==> src/rtl/psum_requant.sv <==
// Partial-sum accumulator and requantizer: sums acc_len PE terms, multiplies, rounds, shifts, clamps to uint8 (zp 128).
// Optional build macro PSUM_REQUANT_RELU_EN raises the lower clamp bound to the zero point.
module psum_requant #(
  parameter int ACC_W = 40,
  parameter int LEN_W = 8
) (
  input  logic               clk,
  input  logic               rst,
  input  logic               clr,
  input  logic signed [31:0] psum_in,
  input  logic               psum_valid,
  output logic               psum_ready,
  input  logic [LEN_W-1:0]   acc_len,
  input  logic [15:0]        scale,
  input  logic [4:0]         shift,
  output logic [7:0]         out_data,
  output logic               out_valid,
  input  logic               out_ready,
  output logic               busy,
  output logic               sat
);
  localparam int PW = ACC_W + 17;

  typedef enum logic [1:0] {ACC, MUL, RND, EMIT} state_t;
  state_t state, state_nxt;

  logic signed [ACC_W-1:0] acc;
  logic [LEN_W-1:0]        count, len_q, len_eff, len_tgt;
  logic [15:0]             scale_q;
  logic [4:0]              shift_q;
  logic signed [PW-1:0]    product;
  logic                    accept, first, last;
  logic signed [PW:0]      rnd_bias, rnd_sum, r;
  logic                    clamp_hi, clamp_lo;
  logic [7:0]              v8;

  assign psum_ready = (state == ACC) && !rst;
  assign accept     = psum_valid && psum_ready;
  assign first      = (count == '0);
  // the first term of a group sees the live acc_len, later terms the latched copy
  assign len_eff    = first ? acc_len : len_q;
  assign len_tgt    = (len_eff == '0) ? LEN_W'(1) : len_eff;
  assign last       = ({1'b0, count} + (LEN_W+1)'(1)) == {1'b0, len_tgt};
  assign busy       = (count != '0) || (state != ACC);

  assign rnd_bias = (shift_q == 5'd0) ? '0 : ((PW+1)'(1) << (shift_q - 5'd1));
  assign rnd_sum  = {product[PW-1], product} + rnd_bias;
  assign r        = rnd_sum >>> shift_q;
  assign clamp_hi = r > $signed((PW+1)'(127));
`ifdef PSUM_REQUANT_RELU_EN
  assign clamp_lo = r < $signed((PW+1)'(0));
`else
  assign clamp_lo = r < $signed(-(PW+1)'(128));
`endif
  // in range, low byte of r plus 128 mod 256 is exactly r + 128
  assign v8 = r[7:0] + 8'd128;

  always_comb begin
    state_nxt = state;
    case (state)
      ACC:  if (accept && last) state_nxt = MUL;
      MUL:  state_nxt = RND;
      RND:  state_nxt = EMIT;
      EMIT: if (out_ready) state_nxt = ACC;
      default: state_nxt = ACC;
    endcase
  end

  always_ff @(posedge clk or posedge rst) begin
    if (rst) begin
      state     <= ACC;
      acc       <= '0;
      count     <= '0;
      len_q     <= '0;
      scale_q   <= '0;
      shift_q   <= '0;
      product   <= '0;
      out_data  <= '0;
      out_valid <= 1'b0;
      sat       <= 1'b0;
    end else if (clr) begin
      state     <= ACC;
      acc       <= '0;
      count     <= '0;
      out_data  <= '0;
      out_valid <= 1'b0;
      sat       <= 1'b0;
    end else begin
      state <= state_nxt;
      case (state)
        ACC: if (accept) begin
          acc <= acc + ACC_W'(psum_in);
          if (first) begin
            len_q   <= acc_len;
            scale_q <= scale;
            shift_q <= shift;
          end
          count <= last ? '0 : count + LEN_W'(1);
        end
        MUL: product <= PW'(acc) * PW'($signed({1'b0, scale_q}));
        RND: begin
          out_valid <= 1'b1;
          if (clamp_hi) begin
            out_data <= 8'd255;
            sat      <= 1'b1;
          end else if (clamp_lo) begin
`ifdef PSUM_REQUANT_RELU_EN
            out_data <= 8'd128;
`else
            out_data <= 8'd0;
            sat      <= 1'b1;
`endif
          end else begin
            out_data <= v8;
          end
        end
        EMIT: if (out_ready) begin
          out_valid <= 1'b0;
          acc       <= '0;
        end
        default: ;
      endcase
    end
  end
endmodule

==> config.mk <==
export PLATFORM = sky130hd
export DESIGN_NAME = psum_requant
export DESIGN_NICKNAME = d
export VERILOG_FILES = /design/src/rtl/psum_requant.sv
export SDC_FILE = /design/constraint.sdc
export NUM_CORES = 2
export LEC_CHECK = 0
export CORE_MARGIN = 5
export CORE_UTILIZATION = 66
export DETAILED_ROUTE_END_ITERATION = 10
export HOLD_SLACK_MARGIN = 0.12
export PLACE_DENSITY = 0.95
export SYNTH_ARGS = -nofsm -noshare
export SYNTH_HDL_FRONTEND = slang
export SYNTH_SLANG_ARGS = --single-unit
export TNS_END_PERCENT = 20
==> constraint.sdc <==
create_clock -name clk -period 17.5 [get_ports clk]
set_input_delay 3.5 -clock clk [delete_from_list [all_inputs] [get_ports clk]]
set_output_delay 3.5 -clock clk [all_outputs]
set_load 0.005 [all_outputs]
==> results.rst <==
.. list-table::
   :header-rows: 1

   * - Metric
     - Value
   * - Result of the run
     - finished, final reports clean
   * - Worst voltage drop across the vdd grid
     - 153.6 uV
   * - Post-CTS Hold Fix Bufs
     - 0
   * - Synthesized instance count
     - 4574
   * - Minimum period implied by the final worst setup slack
     - 8462 ps
   * - Post-DR wirelength/cell
     - 23.60 um
   * - Area of the core region
     - 57480 sq um
   * - Layout overhead on the synthesized area
     - 4.308%
   * - Die X
     - 250.6 um
   * - Portion of synthesized cell area occupied by the leading cell type
     - 31.61%
   * - Antenna violations before repair
     - 0
   * - Hold_ws
     - 486.0 ps
   * - Total detailed-routing wirelength
     - 123500 um
   * - Achievable Freq
     - 0.1182 GHz
   * - Number of hold-slack violations in the final timing report
     - 0
   * - Cell chosen for the clock root
     - sky130_fd_sc_hd__clkbuf_16
   * - Final-layout fill cell count
     - 4099
   * - Area of the die
     - 62780 sq um
   * - Clock insertion delay at the later pin of the skew report
     - 520 ps
   * - Number of warnings printed during yosys synthesis
     - 0
   * - Sinks on the clock net
     - 146
   * - Least setup slack across all paths after layout
     - 9038 ps
   * - Worst Setup Slack post-DPL
     - 9147 ps
   * - Fraction of the yosys area taken by sequential cells
     - 9.566%
   * - Area taken by flip-flops and latches
     - 3659 sq um
   * - Asr flop ratio synth
     - 100.0%
   * - Post-detailed-route DRC marker count
     - 0
   * - Final design utilization
     - 69.31%
   * - Setup TNS after final layout
     - 0 ps
   * - Post-CTS Resized
     - 0
   * - First-pass GRT wire length
     - 196900 um
   * - Buffer depth of the longest clock path
     - 2
   * - Critical-path cell with the highest stage delay
     - sky130_fd_sc_hd__fa_1
   * - Cell taking the most area after synthesis
     - sky130_fd_sc_hd__fa_1
   * - Number of placement rows
     - 88
   * - Flip-flop and latch count after synthesis
     - 146
   * - Via-per-instance ratio
     - 6.738
   * - Largest stage delay on the critical path
     - 550 ps
   * - Filler-free cell count of the finished design
     - 5231
   * - Most used flip-flop cell after synthesis
     - sky130_fd_sc_hd__dfrtp_1
   * - Tcrit/Tclk final
     - 48.35%
   * - Slew HR
     - 10.87%
   * - Largest net degree at the start of global routing
     - 87
   * - Number of setup violations in the final report
     - 0
   * - Dominant cells by area after synthesis
     - sky130_fd_sc_hd__fa_1 (32%), sky130_fd_sc_hd__dfrtp_1 (9.6%), sky130_fd_sc_hd__ha_1 (6.9%), sky130_fd_sc_hd__inv_1 (6.8%), sky130_fd_sc_hd__nand2_1 (6.4%)
   * - Multi-input combinational cell area
     - 30890 sq um
   * - Total design power
     - 6.159 mW
   * - Net count after synthesis
     - 5454
   * - Critical Path Most Common Cell
     - sky130_fd_sc_hd__fa_1
   * - Total track usage
     - 39.08%
   * - Buffer count from post-CTS setup fixing
     - 0
   * - Placed cell count
     - 5198
   * - Number of enable flip-flop cells after synthesis
     - 0
   * - Transition time of the tightest slew-check pin
     - 1303 ps
   * - Starting density of the core
     - 66.45%
   * - Count of distinct cell types in the synthesized netlist
     - 103
   * - Net count, final
     - 5332
   * - Largest fanout on the critical path
     - 34
   * - Tightest Hold Check Type
     - flop to flop
   * - Worst EP required
     - 17870 ps
   * - Leftover overflow at the end of global routing
     - 0
   * - Clock skew
     - 24.44 ps
   * - Most common cell after layout, fill and taps aside
     - sky130_fd_sc_hd__inv_1
   * - Startpoint types
     - flop
   * - Type of the worst setup path
     - flop to flop
   * - Number of global-route vias before repair
     - 36820
   * - CTS buffer count
     - 17
   * - Max-capacitance violation count
     - 0
   * - DR vias
     - 35250
   * - DP HPWL
     - 92110 um
   * - Top-level I/O count
     - 78
   * - Final antenna-violating net count
     - 0
   * - Worst setup EP type
     - flop
   * - Cell area power density
     - 154.6 nW/um^2
   * - Leakage dissipation
     - 17.83 nW
   * - Leading cell types in the layout, fill and taps excluded
     - sky130_fd_sc_hd__inv_1 (694), sky130_fd_sc_hd__nand2_1 (649), sky130_fd_sc_hd__fa_1 (603)
   * - CP Data Arrival Time
     - 8840 ps
   * - Fraction of final layout cells sized beyond drive strength 1
     - 4.412%
   * - Die Y
     - 250.6 um
   * - Netlist Area Pre-Place
     - 38190 sq um
   * - Final instance area
     - 39840 sq um
   * - Final GP Congestion
     - 0.9827
   * - Pre-antenna DRT Iters
     - 9
   * - Number of DRC violations after detailed-routing iteration 0
     - 4892
   * - Synthesized area per cell
     - 8.350 sq um
   * - Number of levels in the clock H-tree
     - 4
   * - Setup repair after global routing missed its margin
     - false
   * - Clock transition at the registers of the reported paths
     - 70 ps
   * - CTS tree
     - built
   * - Number of slew-limit violations in the final report
     - 0
   * - DP Area
     - 39220 sq um
   * - IO Port Bufs
     - 77
[cell usage after synthesis (30+ instances only)]
library cell               count
sky130_fd_sc_hd__o21ai_0     165
sky130_fd_sc_hd__a211oi_1     46
sky130_fd_sc_hd__mux2_2       47
sky130_fd_sc_hd__nand4_1      47
sky130_fd_sc_hd__nand3_1      85
sky130_fd_sc_hd__dfrtp_1     146
sky130_fd_sc_hd__and2_1      270
sky130_fd_sc_hd__a31oi_1      30
sky130_fd_sc_hd__xnor2_1      82
sky130_fd_sc_hd__nor2_1      196
sky130_fd_sc_hd__a21o_1       59
sky130_fd_sc_hd__ha_1        211
sky130_fd_sc_hd__inv_1       696
sky130_fd_sc_hd__fa_1        603
sky130_fd_sc_hd__nor3_1       77
sky130_fd_sc_hd__a21oi_1     169
sky130_fd_sc_hd__nand2_1     649
sky130_fd_sc_hd__buf_2        30
sky130_fd_sc_hd__mux2i_1      45
sky130_fd_sc_hd__clkbuf_1    199
sky130_fd_sc_hd__o211ai_1     38
sky130_fd_sc_hd__nand2b_1     30
sky130_fd_sc_hd__xor2_1       50
sky130_fd_sc_hd__a22o_1       41
[cell type report]
| cell class | instances | area share [%] |
|---|---|---|
| tap | 765 | 2.403 |
| antenna | 1 | 0.006281 |
| clock inverter | 13 | 0.4366 |
| inverter | 698 | 6.589 |
| sequential | 146 | 9.183 |
| timing repair buffer | 119 | 2.726 |
| clock buffer | 19 | 1.112 |
| multi-input combinational | 3470 | 77.54 |
[worst paths after layout]
path | startpoint | depth (start not counted) | endpoint | slack (ps)
setup / recovery | scale_q[7] | 28 | product[47] | 9040
hold / removal | product[8] | 2 | product[8] | 490
setup reg to reg | scale_q[7] | 28 | product[47] | 9040
hold reg to reg | product[8] | 2 | product[8] | 490
max in group asynchronous | rst | 3 | product[12] | 12610
min in group asynchronous | rst | 2 | len_q[2] | 3530
[routing by layer]
layer,vias up,routed length [um],global-route usage [%]
met5,-,36,0
met4,2,9323,24.04
met3,817,15170,11.09
met2,2688,55620,61.49
met1,16810,43310,47.84
li1,14930,-,-
[cells by family (layout without fill, tap and decap cells)]
| kind of cell | after synthesis | count (layout) | share of synthesized area (%) |
|---|---|---|---|
| other | 1 | 2 | 0.009819 |
| XOR/XNOR | 132 | 132 | 3.027 |
| buffers and inverters | 958 | 849 | 9.615 |
| flip-flops | 146 | 146 | 9.566 |
| adder cells (fa/ha/maj) | 814 | 814 | 38.52 |
| AO/OA/AOI/OAI | 882 | 882 | 16.28 |
| multiplexers | 108 | 108 | 3.479 |
| AND/OR/NAND/NOR | 1533 | 1533 | 19.51 |
[where the power goes]
part	switching (mW)	total, mW	internal [mW]
Clock	0.185	0.416	0.231
Combinational	3.18	5.00	1.82
Sequential	0.295	0.738	0.443
Total	3.66	6.16	2.50
[worst max-delay path: cells and delay by family, from the launching register on]
kind,cells,cell delay (ps)
AOI/OAI and AO/OA,11,2970
xor gates and xnor gates,1,180
adders and majority gates,7,3450
buffers and inverters,6,740
DFF,1,450
and+or+nand+nor,3,490
[state kept, by name, summed over array words and instances (netlist names), 2 cells and up]
register	cells
acc	40
count	8
len_q	8
out_data	8
product	57
scale_q	16
shift_q	5
state	2
No activity file was read; power rests on OpenSTA's default activity.
